===== config.mk =====
export PLATFORM = sky130hd
export DESIGN_NAME = cipher_dispatch_ctrl
export DESIGN_NICKNAME = d
export VERILOG_FILES = /design/src/rtl/cipher_dispatch_ctrl.sv
export SDC_FILE = /design/constraint.sdc
export NUM_CORES = 1
export LEC_CHECK = 0
export ABC_AREA = 1
export BUFFER_PORTS_ARGS = -buffer_cell sky130_fd_sc_hd__buf_4
export CORE_ASPECT_RATIO = 0.8
export CORE_UTILIZATION = 60
export DETAILED_ROUTE_END_ITERATION = 10
export GPL_ROUTABILITY_DRIVEN = 0
export HOLD_SLACK_MARGIN = 0.08
export PLACE_DENSITY = 0.84
export SYNTH_ARGS = -nofsm -noshare
export SYNTH_HDL_FRONTEND = slang
export SYNTH_SLANG_ARGS = --single-unit

===== constraint.sdc =====
create_clock -name clk -period 3.2 [get_ports clk]
set_input_delay 0.64 -clock clk [delete_from_list [all_inputs] [get_ports clk]]
set_output_delay 0.64 -clock clk [all_outputs]
set_load 0.1 [all_outputs]

===== src/rtl/cipher_dispatch_ctrl.sv =====
// Cipher dispatch controller: queues words tagged with the key-decoder mode and
// runs them one at a time through the encrypt (0) or decrypt (1) engine.
module cipher_dispatch_ctrl #(
    parameter int W       = 8,
    parameter int DEPTH   = 4,
    parameter int TIMEOUT = 64
) (
    input  logic           clk,
    input  logic           reset,
    input  logic           active,
    input  logic           mode,
    input  logic [W-1:0]   data_in,
    input  logic           data_valid,
    output logic           data_ready,
    output logic [1:0]     eng_valid,
    output logic [W-1:0]   eng_data,
    input  logic [1:0]     eng_ready,
    input  logic [1:0]     res_valid,
    input  logic [2*W-1:0] res_data,
    output logic           out_valid,
    output logic [W-1:0]   out_data,
    input  logic           out_ready,
    output logic           busy,
    output logic           timeout_err
);
    // state | meaning
    // IDLE  | no word in flight; pops the FIFO head when one is queued
    // ISSUE | request held on eng_valid until the selected engine accepts
    // WAIT  | engine working; timeout counter running down
    // OUT   | result held on out_valid/out_data until downstream takes it

    localparam int AW = $clog2(DEPTH);
    localparam int CW = AW + 1;
    localparam int TW = $clog2(TIMEOUT);

    typedef enum logic [3:0] {
        IDLE  = 4'b0001,
        ISSUE = 4'b0010,
        WAIT  = 4'b0100,
        OUT   = 4'b1000
    } state_t;

    state_t        state;
    logic [W:0]    fifo_mem [DEPTH];
    logic [AW-1:0] wr_ptr;
    logic [AW-1:0] rd_ptr;
    logic [CW-1:0] count;
    logic          push;
    logic          pop;
    logic [W:0]    head;
    logic          hold_mode;
    logic [TW-1:0] timer;
    logic          eng_hit;
    logic          res_hit;
    logic [W-1:0]  res_sel;

    // No bypass: a full FIFO refuses input even when the head leaves this cycle.
    assign data_ready = !reset && active && (count < CW'(DEPTH));
    assign push       = data_valid && data_ready;
    assign pop        = (state == IDLE) && (count != '0);
    assign head       = fifo_mem[rd_ptr];
    assign busy       = !reset && ((state != IDLE) || (count != '0));

    // Only the engine chosen for the held word may complete the handshakes.
    assign eng_hit = eng_ready[hold_mode];
    assign res_hit = res_valid[hold_mode];
    assign res_sel = hold_mode ? res_data[2*W-1:W] : res_data[W-1:0];

    always_ff @(posedge clk) begin
        if (push) begin
            fifo_mem[wr_ptr] <= {mode, data_in};
        end
    end

    always_ff @(posedge clk) begin
        if (reset) begin
            wr_ptr <= '0;
            rd_ptr <= '0;
            count  <= '0;
        end else begin
            if (push) begin
                wr_ptr <= wr_ptr + 1'b1;
            end
            if (pop) begin
                rd_ptr <= rd_ptr + 1'b1;
            end
            case ({push, pop})
                2'b10:   count <= count + 1'b1;
                2'b01:   count <= count - 1'b1;
                default: count <= count;
            endcase
        end
    end

    always_ff @(posedge clk) begin
        if (reset) begin
            state       <= IDLE;
            hold_mode   <= 1'b0;
            eng_valid   <= '0;
            eng_data    <= '0;
            out_valid   <= 1'b0;
            out_data    <= '0;
            timeout_err <= 1'b0;
            timer       <= '0;
        end else begin
            case (state)
                IDLE: begin
                    if (pop) begin
                        eng_data  <= head[W-1:0];
                        hold_mode <= head[W];
                        eng_valid <= head[W] ? 2'b10 : 2'b01;
                        state     <= ISSUE;
                    end
                end
                ISSUE: begin
                    if (eng_hit) begin
                        eng_valid <= '0;
                        timer     <= TW'(TIMEOUT - 1);
                        state     <= WAIT;
                    end
                end
                WAIT: begin
                    // A result arriving on the terminal-count cycle still wins.
                    if (res_hit) begin
                        out_data  <= res_sel;
                        out_valid <= 1'b1;
                        state     <= OUT;
                    end else if (timer == '0) begin
                        timeout_err <= 1'b1;
                        state       <= IDLE;
                    end else begin
                        timer <= timer - 1'b1;
                    end
                end
                OUT: begin
                    if (out_ready) begin
                        out_valid <= 1'b0;
                        state     <= IDLE;
                    end
                end
                default: begin
                    eng_valid <= '0;
                    out_valid <= 1'b0;
                    state     <= IDLE;
                end
            endcase
        end
    end

endmodule


==> results of run 1 <==
==> routing by layer <==
| layer | up-vias | part of all wire, % |
|---|---|---|
| li1 | 1294 | - |
| met1 | 1162 | 46 |
| met2 | 92 | 45 |
| met3 | 8 | 7.4 |
| met4 | 0 | 0.93 |
| met5 | - | 0 |
==> cell usage in the layout (no fill, tap or decap), types with 2 or more instances in the layout <==
cell	instances
ha_1	7
nor2_4	6
nand2_2	6
nor2_1	59
o21ai_0	33
a21oi_1	16
edfxtp_1	36
o21ai_1	6
inv_1	24
nand2_4	2
nand3_1	16
nor2_2	2
nand2_1	53
inv_2	3
nand4_1	2
buf_4	61
clkbuf_8	9
a31oi_1	15
dfxtp_1	40
clkinv_1	2
==> power by group <==
group | internal, mW | switching (mW) | leakage [nW] | total, mW
Sequential | 1.15 | 0.137 | 0.651 | 1.29
Clock | 0.360 | 0.338 | 0.0943 | 0.698
Combinational | 0.381 | 1.04 | 0.860 | 1.42
Total | 1.89 | 1.52 | 1.60 | 3.41
==> path summary, 6_finish.rpt <==
check,end,start,depth (start not counted),slack [ns]
worst min-delay path,out_valid,out_valid,2,0.46
worst max-delay path,busy,state[2],5,1.03
worst max register to register,count[2],state[2],10,1.29
worst min register to register,out_valid,out_valid,2,0.46
==> cells by family (layout without fill, tap and decap cells) <==
family          count (synthesis)  count (layout)  share of synthesized area (%)
compound gates                 73              73                          12.18
xor+xnor                        1               1                         0.2672
fa+ha+maj                       8               8                          3.282
buf+inv                        39             105                          5.343
flops                          76              76                          57.40
simple gates                  150             150                          21.53
==> flip-flops by register name, summed over array words and instances (netlist names), named ones only <==
| register | cells |
|---|---|
| count | 3 |
| eng_data | 8 |
| eng_valid | 2 |
| fifo_mem | 36 |
| hold_mode | 1 |
| out_data | 8 |
| out_valid | 1 |
| rd_ptr | 2 |
| state | 4 |
| timeout_err | 1 |
| timer | 6 |
| wr_ptr | 2 |
==> metrics by stage <==
| stage | area, sq um | total power [mW] | hold WS [ns] | cells | util (%) |
|---|---|---|---|---|---|
| 2_1_floorplan | 3281 | 2.431 | 0.4359 | 347 | - |
| 3_3_place_gp | 3746 | 2.680 | 0.4481 | 459 | 73.13 |
| 3_5_place_dp | 3746 | 2.722 | 0.4526 | 459 | 73.13 |
| 4_1_cts | 3938 | 3.423 | 0.4625 | 475 | 76.87 |
| 5_1_grt | 3938 | 3.606 | 0.4694 | 475 | 76.87 |
| 6_report | 3938 | 3.411 | 0.4594 | 475 | 76.87 |
==> area by class of cell <==
class | count | area [sq um] | area share (%)
well taps | 62 | 77.57 | 1.970
repair buffers | 61 | 457.9 | 11.63
inverters | 28 | 105.1 | 2.669
clock inverters | 6 | 63.81 | 1.621
clock buffers | 10 | 127.6 | 3.241
multi-input cells | 232 | 1224 | 31.08
flip-flops and latches | 76 | 1882 | 47.79
==> worst max-delay path, stage by stage (launching register included) <==
cell	delay, ns
dfxtp_1	0.37
nor2_4	0.16
nand3_4	0.11
nor2_1	0.21
nor2_1	0.10
buf_4	0.24
==> synthesized netlist by cell type, drive strengths merged (4+ instances only) <==
master  count  area, sq um
nand3      18        107.6
edfxtp     36         1081
a31oi      16        106.4
inv        27        101.4
dfxtp      40        800.8
nand2      61        259.0
buf         7        53.80
a21oi      17        88.84
o21ai      40        204.0
ha          7        87.58
clkbuf      4        16.26
nor2       68        319.1
==> results.md, run 1 <==
- Top Ports: 56
- Fmax: 0.4605 GHz
- Violated checks: design-rule violations
- Endpoint class of the critical path: primary output
- Setup crit start kind: flop
- Synth async-reset ratio: 0%
- Worst-skew pair later-pin latency: 0.34 ns
- DRC viols: 8
- Iteration-0 DRC Markers: 179
- Max-slew violations: 0
- Root buf cell: clkbuf_8
- Via-to-Cell Ratio: 5.381
- Antenna-violating nets left: 0
- CORE AREA: 5122 sq um
- First drt pass iteration count: 8
- Final setup vio count: 0
- Die area: 5765 sq um
- PortBufs: 55
- Largest net degree at the start of global routing: 25
- Initial antenna violation count: 0
- Leak pwr: 1.605 nW
- CTS tree: built
- Met2 usage in global routing: 40.96%
- Hold Buf Count CTS: 0
- Vias in the first global route: 2317
- Clk sinks: 76
- DIE HEIGHT: 68.11 um
- RSZ-0062 raised after global routing: no
- HP Class: flop to flop
- Dpl ws: 0.7757 ns
- Post-Syn Nets: 389
- Sum Neg Setup Slack: 0 ns
- Clock skew: 0.007800 ns
- Largest fanout on the critical path: 4
- YS warnings: 0
- Final period utilization: 67.86%
- GRT Residual Overflow: 0
- # Post-CTS Setup Buffers: 0
- EDFF count, synth: 36
- Netlist cell types: 33
- Fin nets: 450
- Share of cells above drive strength 1: 24.21%
- CP Class: flop to primary output
- DP HPWL: 4.442 mm
- Post-Synthesis Cells: 347
- Total track usage: 24.48%
- Rel. slew slack: 53.29%
- GR Util met1: 29.72%
- Area Overhead vs Synth: 20.11%
- CTS buffer count: 9
- Die Width: 84.64 um
- Initial Util: 64.00%
- Sequential fraction of the synthesis area: 57.40%
- M3 GR Usage: 9.530%
- Synthesized area per cell: 9.447 sq um
- Main synth FF type: dfxtp_1
- Worst-margin pin slew: 0.6997 ns
- Min Tclk post-route: 2.171 ns
- Worst EP arrival: 1.53 ns
- Fillers: 344
- Vias: 2556
- CP required: 2.56 ns
- Clk slew on worst S/H paths: 0.07 ns
- Final Hold Violating Endpoints: 0
- Ant diodes: 0
- Outcome: finished, violations left
- Final Worst Setup Slack: 1.029 ns
- Post-Syn Area: 3278 sq um
- Power density cells: 866.4 nW/um^2
- Wire per inst: 13.60 um
- H-tree levels: 3
- Busiest grt layer: met2
- Post_cts resized: 0
- Total of max-cap violations: 0
- Peak supply drop: 0.7087 mV
- Final WL: 6.460 mm
- First-pass GRT wire length: 10.49 mm
- CTS Buffer Depth: 2
- Rows: 23
- Yosys reg bits: 76
Power figures use the tool's default switching activity.
==> run 2, diff against run 1 <==
--- a/config.mk
+++ b/config.mk
@@ -8,11 +8,11 @@
 export ABC_AREA = 1
 export BUFFER_PORTS_ARGS = -buffer_cell sky130_fd_sc_hd__buf_4
 export CORE_ASPECT_RATIO = 0.8
-export CORE_UTILIZATION = 60
+export CORE_UTILIZATION = 55
 export DETAILED_ROUTE_END_ITERATION = 10
 export GPL_ROUTABILITY_DRIVEN = 0
 export HOLD_SLACK_MARGIN = 0.08
-export PLACE_DENSITY = 0.84
+export PLACE_DENSITY = 0.78
 export SYNTH_ARGS = -nofsm -noshare
 export SYNTH_HDL_FRONTEND = slang
 export SYNTH_SLANG_ARGS = --single-unit
==> constraint.sdc (replaced) <==
create_clock -name clk -period 2 [get_ports clk]
set_input_delay 0.4 -clock clk [delete_from_list [all_inputs] [get_ports clk]]
set_output_delay 0.4 -clock clk [all_outputs]
set_load 0.1 [all_outputs]
==> run 2 against run 1 <==
  * The flow now finishes without violations
  * Total power up 61%
  * Clock skew grew 0.0018 ns
  * Global-route usage down 1.5 points
  * Count of clock-buffer cells in the layout unchanged
  * Cell area rose by 2.2%
  * Via count decreased by 0.90%
  * Routed wire length rose by 1.6%
  * Critical path depth did not move
  * Die area rose by 8.8%
  * Utilization fell by 4.8 points
  * Flip-flop and latch count stayed put
  * Largest cell class unchanged
==> results.md, run 2 (synthesis results as in run 1) <==
- RSZ-0062 raised after global routing: no
- Total track usage: 22.95% (-1.5 points)
- Vias in the first global route: 2310 (-0.30%)
- CTS buffer count: 9 (unchanged)
- Reg2Reg Setup Slack: 0.22 ns (-1.07 ns)
- Met2 usage in global routing: 36.50% (-4.5 points)
- R2r endpoint: count[2]
- CTS Buffer Depth: 2 (unchanged)
- Top Ports: 56 (unchanged)
- H-tree levels: 3 (unchanged)
- Largest Register: fifo_mem
- Largest fanout on the critical path: 4 (unchanged)
- Clock skew: 0.009624 ns (+0.001824 ns)
- R2r startpoint: state[3]
- Setup crit start kind: flop
- CP Class: flop to primary output
- Largest regs: fifo_mem x36, eng_data x8, out_data x8
- Min Tclk post-route: 1.872 ns
- Worst r2r path cells: 10 (unchanged)
- DIE HEIGHT: 71.05 um (+4.3%)
- Final WL: 6.561 mm (+1.6%)
- Rel. slew slack: 67.91% (+15 points)
- Vias: 2533 (-0.90%)
- Worst-skew pair later-pin latency: 0.34 ns (about the same)
- Power density cells: 1366 nW/um^2 (+58%)
- Antenna-violating nets left: 0 (unchanged)
- Worst-margin pin slew: 0.4808 ns (-0.2188 ns)
- Worst EP arrival: 1.47 ns (-0.06 ns)
- Post-Layout Cell Count: 496 (+4.4%)
- PortBufs: 55 (unchanged)
- Busiest grt layer: met2
- First-pass GRT wire length: 10.71 mm (+2.1%)
- M3 GR Usage: 8.168% (-1.4 points)
- Rows: 24 (+4.3%)
- Final Total Pwr: 5.499 mW (+61%)
- Endpoint class of the critical path: primary output
- Ant diodes: 0 (unchanged)
- Sum Neg Setup Slack: 0 ns (unchanged)
- Clk slew on worst S/H paths: 0.07 ns (about the same)
- CTS tree: built
- Fin nets: 455 (+1.1%)
- Crit path capture: busy
- Via-to-Cell Ratio: 5.107 (-5.1%)
- Root buf cell: clkbuf_8
- Wire per inst: 13.23 um (-2.7%)
- Min-Delay Path Depth: 1 (-1)
- Final Hold Violating Endpoints: 0 (unchanged)
- Leak pwr: 1.630 nW (+1.5%)
- Peak supply drop: 0.7989 mV (+13%)
- CP required: 1.60 ns (-0.96 ns)
- Design Area, Final: 4024 sq um (+2.2%)
- Outcome: finished, final reports clean
- Iteration-0 DRC Markers: 114 (-36%)
- Initial Util: 58.69% (-5.3 points)
- Commonest cells after routing, fill and taps aside: buf_4 (66), nor2_1 (58), nand2_1 (51)
- Fmax: 0.5342 GHz
- Die Width: 88.32 um (+4.3%)
- Total of max-cap violations: 0 (unchanged)
- Initial antenna violation count: 0 (unchanged)
- CORE AREA: 5585 sq um (+9.0%)
- First drt pass iteration count: 4 (-4)
- GRT Residual Overflow: 0 (unchanged)
- Max reg flops: 36 (unchanged)
- Placed Area: 3832 sq um (+2.3%)
- Final period utilization: 93.61%
- Setup crit start: state[3]
- GR Util met1: 29.84% (+0.12 points)
- Area Overhead vs Synth: 22.75%
- Commonest non-fill, non-tap cell in the layout: buf_4
- Share of cells above drive strength 1: 26.79% (+2.6 points)
- Cell total after placement: 479 (+4.4%)
- Die area: 6275 sq um (+8.8%)
- Largest net degree at the start of global routing: 25 (unchanged)
- DRC viols: 0 (-8)
- DP HPWL: 4.448 mm (+0.14%)
- Clk sinks: 76 (unchanged)
- Final setup vio count: 0 (unchanged)
- HP Class: primary input to flop
- Max-slew violations: 0 (unchanged)
run 2: power by group:
part / switching [mW] / internal, mW / leakage [nW]
logic: 1.77 / 0.672 / 0.887
registers: 0.132 / 1.85 / 0.651
clock network: 0.517 / 0.564 / 0.0911
total: 2.42 / 3.08 / 1.63
run 2: through the flow:
| stage | util [%] | worst slack [ns] | hold slack (ns) |
|---|---|---|---|
| finish | 72.04 | 0.1279 | 0.2568 |
| floorplan | - | -0.1377 | 0.4359 |
| global route | 72.04 | 0.009865 | 0.2368 |
| global placement | 68.62 | 0.1584 | 0.4499 |
| CTS | 71.89 | 0.06055 | 0.2409 |
| detailed placement | 68.62 | 0.1475 | 0.4590 |
run 2: what timing repair did:
action | CTS | global route
endpoints found under the setup margin | 0 | 2
setup buffers | 0 | 1
hold buffers | 0 | 0
hold endpoints to repair | 0 | 0
resized for setup | 0 | 1
run 2: per-layer routing:
layer / up-vias / part of all wire [%]
met5: - / 0
met1: 1141 / 47
met2: 89 / 45
li1: 1295 / -
met4: 0 / 0.84
met3: 8 / 7.1
run 2: worst min-delay path by stage:
stage	startpoint	end	slack (ns)
2_1_floorplan	rd_ptr[1]	flop	0.44
3_5_place_dp	eng_valid[0]	eng_valid[0]	0.46
3_3_place_gp	eng_valid[0]	eng_valid[0]	0.45
6_report	data_in[2]	fifo_mem[2][2]	0.26
4_1_cts	data_in[2]	fifo_mem[1][2]	0.24
5_1_grt	data_in[1]	fifo_mem[1][1]	0.24
run 2: layout make-up:
| type | instances | area, sq um |
|---|---|---|
| well taps | 78 | 97.59 |
| clock inverters | 6 | 55.05 |
| multi-input cells | 232 | 1256 |
| flip-flops and latches | 76 | 1883 |
| inverters | 28 | 108.9 |
| repair buffers | 66 | 495.5 |
| fillers | 440 | 1562 |
| clock buffers | 10 | 127.6 |
run 2: worst max-delay path, stage by stage (launching register included):
cell	delay (ns)
dfxtp_1	0.34
nor2_4	0.16
nand3_4	0.12
nor2_1	0.21
nor2_2	0.08
buf_4	0.24
==> run 3, diff against run 2 <==
--- a/config.mk
+++ b/config.mk
@@ -5,14 +5,14 @@
 export SDC_FILE = /design/constraint.sdc
 export NUM_CORES = 1
 export LEC_CHECK = 0
-export ABC_AREA = 1
+export ABC_AREA = 0
 export BUFFER_PORTS_ARGS = -buffer_cell sky130_fd_sc_hd__buf_4
 export CORE_ASPECT_RATIO = 0.8
-export CORE_UTILIZATION = 55
+export CORE_UTILIZATION = 50
 export DETAILED_ROUTE_END_ITERATION = 10
 export GPL_ROUTABILITY_DRIVEN = 0
 export HOLD_SLACK_MARGIN = 0.08
-export PLACE_DENSITY = 0.78
+export PLACE_DENSITY = 0.87
 export SYNTH_ARGS = -nofsm -noshare
 export SYNTH_HDL_FRONTEND = slang
 export SYNTH_SLANG_ARGS = --single-unit
==> constraint.sdc (replaced) <==
create_clock -name clk -period 1.65 [get_ports clk]
set_input_delay 0.33 -clock clk [delete_from_list [all_inputs] [get_ports clk]]
set_output_delay 0.33 -clock clk [all_outputs]
set_load 0.1 [all_outputs]
==> run 3 against run 2 <==
  * The flow now finishes with violations (negative setup slack)
  * Worst hold slack worse by 0.082 ns
  * Critical path depth rose by 4
  * Via count up 1.3%
  * Die area is 9.3% higher
  * Combinational power up 53%
  * First-iteration DRC count grew 60%
  * Critical path type is now flop to flop
  * Largest cell class unchanged
  * Largest power group unchanged
==> results.md, run 3 <==
- Post-Layout Cell Count: 452 (-8.9%)
- YS warnings: 0 (unchanged)
- Largest fanout on the critical path: 4 (unchanged)
- H-tree levels: 3 (unchanged)
- GRT Residual Overflow: 0 (unchanged)
- Crit path max-delay family: simple AND/OR/NAND/NOR gates
- Worst EP arrival: 2.38 ns (+0.91 ns)
- Largest regs: fifo_mem x36, eng_data x8, out_data x8
- Endpoint class of the critical path: flop
- Initial Util: 53.54% (-5.2 points)
- Critical path cell sequence: nor4b_4 > nand2_2 > inv_2 > ha_4 > inv_2 > fa_2 > xor2_1 > or3_1 > a21oi_2
- Fmax: 0.4759 GHz
- Total of max-cap violations: 0 (unchanged)
- Post-Syn Nets: 309 (-21%)
- Vias in the first global route: 2421 (+4.8%)
- Synth top cells by count: dfxtp_1 (40), edfxtp_1 (36), nor2_1 (29)
- CTS tree: built
- Max reg flops: 36 (unchanged)
- Area Overhead vs Synth: 38.43%
- Rows: 25 (+4.2%)
- Synthesized area per cell: 12.23 sq um (+29%)
- Final period utilization: 127.4%
- Root buf cell: clkbuf_8
- Via-to-Cell Ratio: 5.677 (+11%)
- Setup crit start kind: flop
- Hold path endpoint: fifo_mem[0][7]
- Peak supply drop: 0.8226 mV (+3.0%)
- EDFF count, synth: 36 (unchanged)
- Cell total after placement: 420 (-12%)
- Outcome: finished, violations left
- Power density cells: 1645 nW/um^2 (+20%)
- CP max stage cell: dfxtp_4
- Clk slew on worst S/H paths: 0.08 ns (about the same)
- Violated checks: negative setup slack
- Final Hold Violating Endpoints: 0 (unchanged)
- Sequential fraction of the synthesis area: 57.62% (+0.22 points)
- Share of the synthesized area in the top cell type: 33.10% (+0.13 points)
- CORE AREA: 6100 sq um (+9.2%)
- HP Class: primary input to flop
- Count leader, synth: dfxtp_1
- Placed Area: 4034 sq um (+5.3%)
- Register area: 1896 sq um (+0.66%)
- Largest Register: fifo_mem
- First-pass GRT wire length: 11.94 mm (+12%)
- Vias: 2566 (+1.3%)
- CP Class: flop to flop
- Min Hold Slack: 0.1746 ns (-0.08215 ns)
- Min-delay src: data_in[7]
- Min Tclk post-route: 2.101 ns
- DIE HEIGHT: 74.29 um (+4.6%)
- Total track usage: 23.59% (+0.64 points)
- Top Ports: 56 (unchanged)
- Clock skew: 0.008716 ns (-0.0009079 ns)
- Largest net degree at the start of global routing: 39 (+56%)
- Iteration-0 DRC Markers: 182 (+60%)
- Sum Neg Setup Slack: -2.775 ns (-2.775 ns)
- R2r endpoint: count[2]
- Clk sinks: 76 (unchanged)
- CTS buffer count: 9 (unchanged)
- Design Area, Final: 4521 sq um (+12%)
- Leak pwr: 1.768 nW (+8.5%)
- Final Worst Setup Slack: -0.4514 ns (-0.5793 ns)
- DRC viols: 0 (unchanged)
- Post-Syn Area: 3266 sq um (-0.38%)
- DP HPWL: 5.006 mm (+13%)
- Die area: 6861 sq um (+9.3%)
- Commonest non-fill, non-tap cell in the layout: buf_4
- Worst-margin pin slew: 0.4574 ns (-0.02340 ns)
- CTS Buffer Depth: 2 (unchanged)
- Fin nets: 408 (-10%)
- Netlist cell types: 49 (+48%)
- Worst r2r path cells: 9 (-1)
- Worst path buffer plus inverter count: 2 (+1)
- Final WL: 8.514 mm (+30%)
- R2r startpoint: state[2]
- Main synth FF type: dfxtp_1
- Commonest cells after routing, fill and taps aside: buf_4 (89), edfxtp_1 (36), dfxtp_1 (35)
- Yosys top cell by area: edfxtp_1
- Min-Delay Path Depth: 1 (unchanged)
- Wire per inst: 18.84 um (+42%)
- Fillers: 348 (-21%)
- Top cells by area, synth: edfxtp_1 (33%), dfxtp_1 (25%), mux4_2 (6.2%), mux2i_1 (3.4%), nor2_1 (3.3%)
- Max-slew violations: 0 (unchanged)
- Crit-path max cell delay: 0.37 ns (+0.03 ns)
- Post-Synthesis Cells: 267 (-23%)
- Die Width: 92.36 um (+4.6%)
- Final setup vio count: 17 (+17)
- Initial antenna violation count: 0 (unchanged)
- Yosys reg bits: 76 (unchanged)
- CP required: 1.93 ns (+0.33 ns)
- Ant diodes: 0 (unchanged)
- Footprint of the multi-input gates: 1413 sq um (+12%)
- Worst-skew pair later-pin latency: 0.35 ns (about the same)
- Core Util, Final: 74.11% (+2.1 points)
- Reg2Reg Setup Slack: -0.45 ns (-0.67 ns)
- Most used cell, CP: inv_2
- Synth async-reset ratio: 0% (unchanged)
- Antenna-violating nets left: 0 (unchanged)
- Share of cells above drive strength 1: 44.74% (+18 points)
- Rel. slew slack: 69.51% (+1.6 points)
- First drt pass iteration count: 5 (+1)
- PortBufs: 55 (unchanged)
- RSZ-0062 raised after global routing: yes
==> run 3: changes by cell type after synthesis, sizes merged, moves of 4 or more <==
| cell | previous run | this run |
|---|---|---|
| nand2 | 61 | 20 |
| nor2 | 68 | 31 |
| o21ai | 40 | 4 |
| a31oi | 16 | 0 |
| inv | 27 | 12 |
| nand3 | 18 | 3 |
| a211oi | 0 | 11 |
| mux2i | 0 | 11 |
| mux4 | 0 | 9 |
| and2 | 0 | 4 |
| buf | 7 | 11 |
| nor4b | 0 | 4 |
| xor2 | 0 | 4 |
==> run 3: metal layers <==
layer	track usage, %	wire [um]	part of all wire (%)
met5	0	0	0
met4	8.681	367	4.3
met3	7.873	557	6.5
met2	40.41	4396	52
met1	28.18	3192	37
==> run 3: stage by stage <==
stage          setup slack (ns)  power (mW)
2_1_floorplan           -0.5456       4.692
3_3_place_gp            -0.2713       5.516
3_5_place_dp            -0.3768       5.617
4_1_cts                 -0.3752       7.085
5_1_grt                 -0.4850       7.780
6_report                -0.4514       7.435
==> run 3: cell families after synthesis <==
| kind of cell | Yosys count | synth area share (%) |
|---|---|---|
| flops | 76 | 57.62 |
| xor+xnor | 7 | 1.877 |
| mux | 22 | 10.27 |
| simple gates | 79 | 13.14 |
| fa+ha+maj | 8 | 3.295 |
| compound gates | 47 | 9.770 |
| buf+inv | 28 | 4.023 |
==> run 3: worst register-to-register path, stage by stage (launching register included) <==
cell and delay, ns:
dfxtp_4 0.37, nor4b_4 0.34, nand2_2 0.11, inv_2 0.09, ha_4 0.13, inv_2 0.03, fa_2 0.32, xor2_1 0.16
or3_1 0.34, a21oi_2 0.13
==> run 3: how the worst max path moves through the flow <==
stage	from	to	slack [ns]	cells past startpoint
finish	state[2]	count[2]	-0.45	9
global route	state[2]	count[2]	-0.48	9
CTS	state[1]	count[2]	-0.38	9
detailed placement	state[2]	count[2]	-0.38	9
global placement	state[2]	count[2]	-0.27	9
floorplan	state[2]	count[2]	-0.55	11
==> run 3: where the power goes <==
| group | switching [mW] | internal (mW) |
|---|---|---|
| registers | 0.208 | 2.22 |
| clock network | 0.713 | 0.552 |
| logic | 2.26 | 1.48 |
==> run 3: final cells by class <==
cell class / instances / area share [%]
Tap cell: 81 / 2.242
Timing Repair Buffer: 103 / 19.71
Inverter: 12 / 0.9964
Multi-Input combinational cell: 164 / 31.25
Sequential cell: 76 / 41.93
Clock inverter: 7 / 1.135
Clock buffer: 9 / 2.740
==> run 3: what timing repair did <==
action,4_1_cts,5_1_grt
buffers inserted,5,9
resized for setup,18,23
hold buffers,0,0
cloned,1,1
pin swaps,6,11
setup endpoints to repair,24,23
endpoints found under the hold margin,0,0
